--- config.mk ---
export PLATFORM = sky130hd
export DESIGN_NAME = inert_integrator_p
export DESIGN_NICKNAME = d
export VERILOG_FILES = /design/src/rtl/inert_integrator_p.sv
export SDC_FILE = /design/constraint.sdc
export NUM_CORES = 1
export LEC_CHECK = 0
export ABC_CLOCK_PERIOD_IN_PS = 8000
export CELL_PAD_IN_SITES_DETAIL_PLACEMENT = 1
export CELL_PAD_IN_SITES_GLOBAL_PLACEMENT = 1
export CORE_ASPECT_RATIO = 2
export CORE_MARGIN = 2
export CORE_UTILIZATION = 47
export DETAILED_ROUTE_END_ITERATION = 6
export PLACE_DENSITY_LB_ADDON = 0.25
export SLEW_MARGIN = 0
export SYNTH_ARGS = -nofsm -noshare
export SYNTH_HDL_FRONTEND = slang
export SYNTH_SLANG_ARGS = --single-unit
--- constraint.sdc ---
create_clock -name clk -period 8 [get_ports clk]
set_input_delay 1.6 -clock clk [delete_from_list [all_inputs] [get_ports clk]]
set_output_delay 1.6 -clock clk [all_outputs]
set_load 0.005 [all_outputs]
--- src/rtl/inert_integrator_p.sv ---
// Gyro offset calibration, rate integration and optional accel fusion for pitch/roll/yaw.
// Latency: angle outputs and vld register one cycle after smpl_vld; cal_done one cycle after the last cal sample.
// Backpressure: none; every smpl_vld is consumed in its own cycle, strt_cal takes priority over smpl_vld.
//
// Ports:
//   clk, rst_n                  clock, asynchronous active-low reset
//   strt_cal                    pulse: start or restart calibration (from any state)
//   smpl_vld                    pulse: new sample on *_rt / *_acc
//   ptch_rt, roll_rt, yaw_rt    signed raw gyro rates
//   ptch_acc, roll_acc          signed accel-derived angles (fusion targets)
//   ptch, roll, yaw             signed integrated angles (registered)
//   vld                         pulse: angle outputs updated
//   cal_done                    pulse: calibration finished
//   calibrated                  level: offsets valid, integrating
module inert_integrator_p #(
    parameter int RATE_W     = 16,
    parameter int ANG_W      = 16,
    parameter int CAL_SHIFT  = 11,
    parameter int INT_SHIFT  = 8,
    parameter int FUSE_SHIFT = 5,
    parameter int FUSE_EN    = 1
) (
    input  logic                    clk,
    input  logic                    rst_n,
    input  logic                    strt_cal,
    input  logic                    smpl_vld,
    input  logic signed [RATE_W-1:0] ptch_rt,
    input  logic signed [RATE_W-1:0] roll_rt,
    input  logic signed [RATE_W-1:0] yaw_rt,
    input  logic signed [ANG_W-1:0]  ptch_acc,
    input  logic signed [ANG_W-1:0]  roll_acc,
    output logic signed [ANG_W-1:0]  ptch,
    output logic signed [ANG_W-1:0]  roll,
    output logic signed [ANG_W-1:0]  yaw,
    output logic                    vld,
    output logic                    cal_done,
    output logic                    calibrated
);

    localparam int IW = ANG_W + INT_SHIFT;     // integrator width
    localparam int AW = RATE_W + CAL_SHIFT;    // calibration accumulator width
    localparam int SW = IW + 2;                // headroom for the update sum

    localparam logic signed [SW-1:0] SAT_MAX = {3'b000, {(IW-1){1'b1}}};
    localparam logic signed [SW-1:0] SAT_MIN = {3'b111, {(IW-1){1'b0}}};
    localparam logic [CAL_SHIFT-1:0] CNT_LAST = '1;

    typedef enum logic [1:0] {S_IDLE, S_CAL, S_RUN} state_t;

    state_t                  state;
    logic [CAL_SHIFT-1:0]    cnt;
    logic signed [AW-1:0]    acc    [3];
    logic signed [RATE_W-1:0] off   [3];
    logic signed [IW-1:0]    integ  [3];
    logic signed [ANG_W-1:0] ang_q  [3];

    logic signed [RATE_W-1:0] rt     [3];
    logic signed [ANG_W-1:0]  ang_in [3];
    logic signed [RATE_W:0]   comp   [3];
    logic signed [IW-1:0]     nxt_int[3];
    logic signed [AW-1:0]     cal_sum[3];

    assign rt[0]     = ptch_rt;
    assign rt[1]     = roll_rt;
    assign rt[2]     = yaw_rt;
    assign ang_in[0] = ptch_acc;
    assign ang_in[1] = roll_acc;
    assign ang_in[2] = '0;            // yaw has no absolute reference

    assign ptch = ang_q[0];
    assign roll = ang_q[1];
    assign yaw  = ang_q[2];

    // One integrator step: add compensated rate, optionally pull toward the
    // accel angle by 2^-FUSE_SHIFT of the error, then clamp to the IW range.
    function automatic logic signed [IW-1:0] int_step(
        input logic signed [IW-1:0]    cur,
        input logic signed [RATE_W:0]  cmp,
        input logic signed [ANG_W-1:0] tgt_ang,
        input logic                    fuse
    );
        logic signed [SW-1:0] cur_x;
        logic signed [SW-1:0] sum;
        logic signed [SW-1:0] tgt;
        logic signed [SW-1:0] err;
        cur_x = {{2{cur[IW-1]}}, cur};
        sum   = cur_x + {{(SW-RATE_W-1){cmp[RATE_W]}}, cmp};
        tgt   = {{2{tgt_ang[ANG_W-1]}}, tgt_ang, {INT_SHIFT{1'b0}}};
        err   = tgt - cur_x;
        if (fuse)
            sum = sum + (err >>> FUSE_SHIFT);
        if (sum > SAT_MAX)
            return SAT_MAX[IW-1:0];
        else if (sum < SAT_MIN)
            return SAT_MIN[IW-1:0];
        else
            return sum[IW-1:0];
    endfunction

    always_comb begin
        for (int a = 0; a < 3; a++) begin
            comp[a]    = {rt[a][RATE_W-1], rt[a]} - {off[a][RATE_W-1], off[a]};
            nxt_int[a] = int_step(integ[a], comp[a], ang_in[a], (FUSE_EN != 0) && (a < 2));
            cal_sum[a] = acc[a] + {{CAL_SHIFT{rt[a][RATE_W-1]}}, rt[a]};
        end
    end

    always_ff @(posedge clk or negedge rst_n) begin
        if (!rst_n) begin
            state      <= S_IDLE;
            cnt        <= '0;
            vld        <= 1'b0;
            cal_done   <= 1'b0;
            calibrated <= 1'b0;
            for (int a = 0; a < 3; a++) begin
                acc[a]   <= '0;
                off[a]   <= '0;
                integ[a] <= '0;
                ang_q[a] <= '0;
            end
        end else begin
            vld      <= 1'b0;
            cal_done <= 1'b0;
            if (strt_cal) begin
                // Offsets are left alone: they stay in force until the new set loads.
                state      <= S_CAL;
                calibrated <= 1'b0;
                cnt        <= '0;
                for (int a = 0; a < 3; a++)
                    acc[a] <= '0;
            end else if (smpl_vld) begin
                case (state)
                    S_CAL: begin
                        for (int a = 0; a < 3; a++)
                            acc[a] <= cal_sum[a];
                        if (cnt == CNT_LAST) begin
                            // AW = RATE_W+CAL_SHIFT, so the upper RATE_W bits are
                            // exactly (sum >>> CAL_SHIFT) truncated to RATE_W.
                            for (int a = 0; a < 3; a++) begin
                                off[a]   <= cal_sum[a][CAL_SHIFT +: RATE_W];
                                integ[a] <= '0;
                                ang_q[a] <= '0;
                            end
                            cnt        <= '0;
                            state      <= S_RUN;
                            calibrated <= 1'b1;
                            cal_done   <= 1'b1;
                        end else begin
                            cnt <= cnt + 1'b1;
                        end
                    end
                    S_RUN: begin
                        for (int a = 0; a < 3; a++) begin
                            integ[a] <= nxt_int[a];
                            ang_q[a] <= nxt_int[a][IW-1:INT_SHIFT];
                        end
                        vld <= 1'b1;
                    end
                    default: ;
                endcase
            end
        end
    end

endmodule

* Yosys cells after proc, flatten, opt, wreduce, memory -nomap -nowiden
Index checks and enable logic that the tools add are counted.
** Word-level totals
- Register bits after elaboration :: 265
- Input bits :: 84
- Bits in latches :: 0
- Memories :: 0
- Memory bits (writable) :: 0
- Memory bits (read-only) :: 0
** Cells by class
- Shifts and indexed selects :: 0
- Bitwise gates (word level) :: 1
- Reduce and logical (&&, ||, !) cells :: 8
- $lt $le $gt $ge :: 6
- Mux-type cells :: 32
- Multipliers :: 0
- Add/subtract/negate cells :: 14
- Div/mod/pow operators :: 0
- Equality and inequality tests :: 4
** Operator list (count)
- $mux W81 :: 3
- $mux W24 :: 6
- $pmux W72 S2 :: 1
- $pmux W48 S2 :: 1
- $add A27 B27 Y27 :: 3
- $add A24 B17 Y25 :: 3
- $mux W72 :: 1
- $add A25 B20 Y26 :: 2
- $gt A26 B24 Y1 const B :: 2
- $lt A26 B24 Y1 const B :: 2
- $sub A16 B16 Y17 :: 3
- $sub A24 B24 Y25 :: 2
- $mux W48 :: 1
- $mux W11 :: 4
- $gt A25 B24 Y1 const B :: 1
- $lt A25 B24 Y1 const B :: 1
- $add A11 B1 Y11 const B :: 1
- $eq A11 B11 Y1 const B :: 1
- $mux W1 :: 11
- $mux W2 :: 4
- $reduce_and A4 Y1 :: 2
- $reduce_bool A2 Y1 :: 4
- $reduce_and A3 Y1 :: 1
- $eq A2 B1 Y1 const B :: 1
- 4 further kinds :: 4

* Logic depth before layout (Yosys ltp)
Gate-level depths: netlist (run 1).
- Word-level depth :: 7
- Depth in mapped cells :: 25

* Least setup slack after synthesis (run 1)
Ideal clock, no wire load.
- Path kind :: input to register
- From :: in ptch_acc[1]
- To :: reg integ[54] in the netlist's numbering
- Cell stages on the path :: 21
- Path buffers :: 1
- Required time :: 7874 ps
- Data arrival time :: 6781 ps
- Slack :: 1093 ps
- Cells stage by stage :: ha_1 -> and3_1 -> a311oi_1 -> a211oi_1 -> o21a_1 -> and3_1 -> o41a_1 -> a21o_1 -> a21oi_1 -> a21o_1 -> fa_1 -> ha_1 -> nand3_1 -> or3_1 -> a2111oi_0 -> a2111oi_0 -> xor2_1 -> nor2_1 -> o21a_1 -> buf_2 -> a221o_1
** Between the ends
- Longest elaborated chain between the ends :: 6
** Ends and longest elaborated chain
- from (decl) :: RTL line 30 : input logic signed [ANG_W-1:0] ptch_acc,
- $sub A24 B24 Y25 (*) :: RTL line 89 : err = tgt - cur_x;
- $add A25 B20 Y26 (*) :: RTL line 91 : sum = sum + (err >>> FUSE_SHIFT);
- $lt A26 B24 Y1 :: RTL line 94 : else if (sum < SAT_MIN)
- $mux W24 :: RTL line 94
- $mux W24 (*) :: RTL line 92 : if (sum > SAT_MAX)
- $pmux W72 S2 (*) :: RTL line 132 : case (state)
- to (signal, indexed assignment) :: RTL line 154 : integ[a] <= nxt_int[a];
- to (decl) :: RTL line 54 : logic signed [IW-1:0] integ [3];
Every way passes the cells marked *; elsewhere a longest branch is shown, timed or not.
A chain may end at the register's enable or synchronous reset.

* Worst setup path after layout (run 1)
Ends and elaborated chain as after synthesis.

==> results.json, run 1 <==
{
  "synth_top_area_share_pct": 26.5,
  "clk_latency_ns": 0.55,
  "viasPerCell": 5.68,
  "cts.sinks": 216,
  "ctsHoldBuffers": 0,
  "final.setup.worst_slack_ns": 0.683,
  "yosysWarnings": 0,
  "hold_path.class": "flip-flop to flip-flop",
  "post-dp-hpwl_um": 43900,
  "slowest_stage": "fa_1",
  "final_area_mm2": 0.0229,
  "die_area_mm2": 0.0452,
  "routed_wl_um": 57600,
  "firstDrtPassIters": 4,
  "p_sw_share_pct": 44.7,
  "cts_tree": "done",
  "postRouteAntennaNets": 0,
  "ios": 135,
  "crit_fanout": 20,
  "outcome": "complete, no violations",
  "worst_pin_slew_ns": 0.966,
  "antenna_found_initial": 2,
  "slowest_delay_ns": 0.47,
  "crit_arrival_ns": 7.80,
  "die_w_um": 151,
  "fillers": 5036,
  "crit_type": "primary input to flip-flop",
  "grtUsageTotal_pct": 26.0,
  "slew_viol_final": 0,
  "endpoint_kind": "flip-flop",
  "worst_ir_drop_vdd_mv": 0.178,
  "synth_edf_count": 0,
  "ys.flop_type": "dfrtp_1",
  "synthCells": 2331,
  "syn2layout_area_growth_pct": 12.2,
  "clkPwrFrac_pct": 17.9,
  "drc": 0,
  "finalClockSkew_ns": 0.0117,
  "syn_area_mm2": 0.0204,
  "p_per_area_mw_per_mm2": 315,
  "max_freq_mhz": 137,
  "yosys.area.top_type": "dfrtp_1",
  "syn_nets": 2726,
  "power_frac_comb_pct": 64.2,
  "clkTransAtPathRegs_ns": 0.06,
  "h-tree-depth": 1,
  "relSlewSlack_pct": 34.7,
  "pre_cts_ws_ns": -0.0571,
  "rsz0062_at_grt": "false",
  "drive_gt1_share_pct": 3.56,
  "rows": 108,
  "crit_chain": "clkdlybuf4s50_1 -> ha_1 -> and3_1 -> a311oi_1 -> a211oi_1 -> o21a_1 -> and3_1 -> o41a_1 -> a21o_1 -> a21oi_1 -> a21o_1 -> fa_1 -> ha_1 -> nand3_1 -> or3_1 -> a2111oi_0 -> a2111oi_0 -> xor2_1 -> a21boi_1 -> and2_2 -> a221o_1",
  "p_sw_mw": 3.22,
  "max_cap_viol_count": 0,
  "avgSynthCellArea_um2": 8.75,
  "period_needed_ns": 7.32,
  "die_h_um": 299,
  "synth_area_leaders": "dfrtp_1, fa_1, ha_1",
  "timing.final.crit_share_pct": 91.5,
  "grt_pass1_wl_um": 94100,
  "gp_congestion": 0.836,
  "vias": 16800,
  "ys_ff_latch": 216,
  "power.leakage_nw": 11.1,
  "grt_pass1_vias": 18300,
  "mostFrequentLayoutCells": "nand2_1, inv_1, dfrtp_1, a21oi_1, ha_1",
  "grt_max_degree": 112,
  "setup_viol": 0,
  "io_buffer_count": 134,
  "final_common_cell": "nand2_1",
  "core_area_mm2": 0.0431,
  "startpoint_type": "primary input",
  "ys_async_sr_fraction_pct": 100,
  "fin_nets": 2792,
  "synth_cell_types": 78,
  "initial_core_util_pct": 47.3,
  "ys_seq_area_share_pct": 26.5,
  "p_seq_share_pct": 17.8,
  "cp_data_required_time_ns": 8.48,
  "cts_inserted_buffers": 24,
  "wl_per_cell_um": 19.4,
  "cts_root_buffer": "clkbuf_16",
  "hold_viol": 0,
  "drt-initial-drc-count": 631,
  "p_int_mw": 3.98,
  "globalRouteOverflowTotal": 0,
  "placed_cell_area_mm2": 0.0220,
  "cts_max_path_buffers": 3
}
power by group through the flow:
stage / Clock, mW / Sequential [mW] / Combinational (mW)
floorplan: 0 / 1.27 / 3.50
global placement: 0 / 1.30 / 4.40
detailed placement: 0 / 1.30 / 4.55
CTS: 1.32 / 1.28 / 4.62
global route: 1.35 / 1.30 / 5.14
finish: 1.29 / 1.28 / 4.62
worst max-delay path: cells and delay by family:
kind	cells	cell delay, ns
AOI/OAI and AO/OA	11	3.01
and+or+nand+nor	5	1.36
adders and majority gates	3	1.21
buffers and inverters	1	0.41
xor gates and xnor gates	1	0.19
area by class of cell:
class | count | area, µm² | share of cell area, %
multi-input cells | 1707 | 13300 | 58.0
flip-flops and latches | 216 | 5410 | 23.6
repair buffers | 152 | 1490 | 6.52
inverters | 296 | 1110 | 4.86
well taps | 550 | 688 | 3.01
clock buffers | 28 | 667 | 2.91
clock inverters | 15 | 238 | 1.04
diodes | 3 | 7.51 | 0.0328
Yosys cell counts, types with 4 or more instances:
cell / number
nand2_1: 305
inv_1: 294
dfrtp_1: 216
a21oi_1: 199
ha_1: 186
fa_1: 125
nor2_1: 122
xnor2_1: 120
a21o_1: 81
a221o_1: 64
o21ai_0: 58
xor2_1: 56
buf_4: 48
clkbuf_1: 45
o21ai_1: 40
nor3_1: 35
nand3_1: 28
o21a_1: 27
a211oi_1: 21
o21bai_1: 20
nor2b_1: 18
nand2b_1: 16
a31oi_1: 14
nand4_1: 14
or3_1: 14
and2_1: 13
and3_1: 13
nand3b_1: 11
o31ai_1: 10
buf_1: 9
buf_2: 8
o211ai_1: 7
a22o_1: 6
or4_1: 6
and4_1: 5
nor4_1: 5
a2111oi_0: 4
a41oi_1: 4
o41ai_1: 4
or2_1: 4
sequential cells by signal (all words and copies together), names as in the netlist:
name        flops
calibrated      1
acc            81
cnt            11
off            48
vld             1
integ          72
state           1
cal_done        1
kinds of logic (layout without fill, tap and decap cells):
kind of cell               after synthesis  after routing  share of synthesized area (%)
and+or+nand+nor                        615            615                           13.5
AOI/OAI and AO/OA                      602            602                           20.0
buffers and inverters                  408            491                           8.52
adders and majority gates              311            311                           23.7
DFF                                    216            216                           26.5
xor gates and xnor gates               177            177                           7.67
muxes                                    2              2                          0.104
other                                    0              3                              0
per-stage QoR:
step	cells	setup TNS [ns]	hold WS, ns	power [mW]	util, %
floorplan	2331	0	0.439	4.77	-
global placement	2921	0	0.452	5.69	51.0
detailed placement	2921	-0.869	0.465	5.85	51.0
CTS	2964	0	0.483	7.22	53.1
global route	2966	0	0.516	7.79	53.1
finish	2967	0	0.482	7.20	53.1
worst paths after layout:
check                                            from                     to  slack (ns)  cells after the start
worst max-delay path                      ptch_acc[1]  integ[54]$_DFFE_PN0P_        0.68                     21
worst min-delay path             integ[0]$_DFFE_PN0P_   integ[0]$_DFFE_PN0P_        0.48                      2
worst max register to register  integ[48]$_DFFE_PN0P_  integ[54]$_DFFE_PN0P_        1.47                     20
worst min register to register   integ[0]$_DFFE_PN0P_   integ[0]$_DFFE_PN0P_        0.48                      2
max in group asynchronous                       rst_n     off[5]$_DFFE_PN0P_        5.78                      2
min in group asynchronous                       rst_n  integ[69]$_DFFE_PN0P_        1.11                      1
repair_timing:
action / CTS / global route
gates resized for setup: 0 / 2
endpoints found under the hold margin: 0 / 0
setup buffers: 0 / 0
endpoints found under the setup margin: 0 / 20
layer usage:
layer / track usage, % / vias to the layer above / wire (µm)
met5: 0 / - / 0
met4: 7.79 / 0 / 1610
met3: 2.34 / 90 / 1720
met2: 45.2 / 289 / 28700
met1: 34.0 / 8402 / 25500
li1: - / 8065 / -
Note: power is estimated with default switching activity, not from simulation.
==> run 2: changes to the inputs <==
--- a/config.mk
+++ b/config.mk
@@ -12,6 +12,7 @@
 export CORE_MARGIN = 2
 export CORE_UTILIZATION = 47
 export DETAILED_ROUTE_END_ITERATION = 6
+export MAX_ROUTING_LAYER = met4
 export PLACE_DENSITY_LB_ADDON = 0.25
 export SLEW_MARGIN = 0
 export SYNTH_ARGS = -nofsm -noshare
==> results.json, run 2 (synthesized netlist as in run 1, its figures left out) <==
{
  "clk_latency_ns": 0.55,
  "firstDrtPassIters": 5,
  "drive_gt1_share_pct": 3.52,
  "cts_root_buffer": "clkbuf_16",
  "die_area_mm2": 0.0452,
  "startpoint_type": "primary input",
  "endpoint_kind": "flip-flop",
  "largest_reg_flops": 81,
  "cts_inserted_buffers": 24,
  "cp_data_required_time_ns": 8.49,
  "p_per_area_mw_per_mm2": 312,
  "crit_fanout": 23,
  "max_freq_mhz": 134,
  "grt_util_met3_pct": 2.38,
  "place_inst": 2921,
  "die_h_um": 299,
  "post-cts-setup-buffers": 0,
  "fin_nets": 2792,
  "outcome": "complete, no violations",
  "tns_ns": 0,
  "die_w_um": 151,
  "post-dp-hpwl_um": 43900,
  "drc": 0,
  "initial_core_util_pct": 47.3,
  "clkTransAtPathRegs_ns": 0.07,
  "top_register": "acc",
  "max_cap_viol_count": 0,
  "gp_congestion": 0.876,
  "globalRouteOverflowTotal": 0,
  "cts.sinks": 216,
  "setup_viol": 0,
  "cts_tree": "done",
  "vias": 16800,
  "worst_pin_slew_ns": 1.11,
  "h-tree-depth": 1,
  "viasPerCell": 5.67,
  "grt.busiest_layer": "met2",
  "drt-initial-drc-count": 594,
  "final_common_cell": "nand2_1",
  "grt_pass1_vias": 18200,
  "final.setup.worst_slack_ns": 0.563,
  "period_needed_ns": 7.44,
  "crit_arrival_ns": 7.92,
  "slew_viol_final": 0,
  "rsz0062_at_grt": "false",
  "hold_viol": 0,
  "slowest_delay_ns": 0.66,
  "grt_pass1_wl_um": 94300,
  "ios": 135,
  "slowest_stage": "o21a_1",
  "syn2layout_area_growth_pct": 11.9,
  "grt_use_met2_pct": 44.3,
  "path_buf_inv": 1,
  "rows": 108,
  "postRouteAntennaNets": 0,
  "grtUsageTotal_pct": 26.8,
  "instances_no_fill": 2966,
  "worst_ir_drop_vdd_mv": 0.185,
  "cts_max_path_buffers": 3,
  "crit_chain": "clkdlybuf4s50_1 -> ha_1 -> and3_1 -> a311oi_1 -> a211oi_1 -> o21a_1 -> and3_1 -> o41a_1 -> a21o_1 -> a21oi_1 -> a21o_1 -> fa_1 -> ha_1 -> nand3_1 -> or3_1 -> a2111oi_0 -> a2111oi_0 -> xor2_1 -> nor2_1 -> o21a_1 -> a221o_1",
  "reg.largest.list": "acc x81, integ x72, off x48",
  "grtUsageMet1_pct": 34.9,
  "finalClockSkew_ns": 0.0134,
  "wl_per_cell_um": 19.4,
  "power.leakage_nw": 11.0,
  "relSlewSlack_pct": 25.4,
  "routed_wl_um": 57600,
  "power_mw": 7.11,
  "crit_type": "primary input to flip-flop",
  "core_area_mm2": 0.0431,
  "io_buffer_count": 134,
  "antenna_found_initial": 1,
  "mostFrequentLayoutCells": "nand2_1, inv_1, dfrtp_1, a21oi_1, ha_1",
  "grt_max_degree": 117,
  "timing.final.crit_share_pct": 93.0,
  "path_delay_family": "compound AO/OA/AOI/OAI gates",
  "pre_cts_ws_ns": -0.0827,
  "hold_path.class": "flip-flop to flip-flop"
}
run 2: worst paths after layout:
path / endpoint / startpoint / slack, ns / depth (start not counted)
setup / recovery: integ[70]$_DFFE_PN0P_ / ptch_acc[0] / 0.56 / 21
hold / removal: integ[1]$_DFFE_PN0P_ / integ[1]$_DFFE_PN0P_ / 0.48 / 2
setup reg to reg: integ[70]$_DFFE_PN0P_ / integ[52]$_DFFE_PN0P_ / 1.27 / 20
hold reg to reg: integ[1]$_DFFE_PN0P_ / integ[1]$_DFFE_PN0P_ / 0.48 / 2
max in group asynchronous: integ[14]$_DFFE_PN0P_ / rst_n / 5.71 / 2
min in group asynchronous: integ[71]$_DFFE_PN0P_ / rst_n / 1.11 / 1
run 2: per-stage QoR:
step	hold slack, ns	util, %	cell area [µm²]
floorplan	0.439	-	20400
global placement	0.451	51.0	22000
detailed placement	0.466	51.0	22000
CTS	0.483	52.9	22800
global route	0.527	52.9	22800
finish	0.480	52.9	22800
run 2: worst reg2reg max path: cells and delay by family (launching register included):
| family | cells | cell delay (ns) |
|---|---|---|
| XOR/XNOR | 1 | 0.18 |
| adder cells (fa/ha/maj) | 2 | 0.92 |
| AO/OA/AOI/OAI | 11 | 3.15 |
| flip-flops | 1 | 0.42 |
| AND/OR/NAND/NOR | 6 | 2.02 |
run 2: layer usage:
layer  routed length (µm)  part of all wire [%]
met1                26200                    45
met4                 1730                   3.0
met3                 1710                   3.0
met2                28000                    49
met5                    0                     0
run 2: area by class of cell:
class / instances / area [µm²]
flip-flops and latches: 216 / 5410
fillers: 5040 / 20300
clock inverters: 15 / 164
inverters: 296 / 1110
diodes: 1 / 2.50
repair buffers: 152 / 1490
clock buffers: 29 / 671
well taps: 550 / 688
multi-input cells: 1707 / 13300
run 2: where the power goes:
part	switching, mW	internal (mW)	total [mW]
combinational	2.63	1.99	4.62
sequential	0.0870	1.20	1.28
clock	0.528	0.673	1.20
total	3.25	3.86	7.11
run 2: timing repair:
item | 4_1_cts | 5_1_grt
endpoints found under the setup margin | 0 | 20
hold buffers | 0 | 0
resized for setup | 0 | 1
endpoints found under the hold margin | 0 | 0
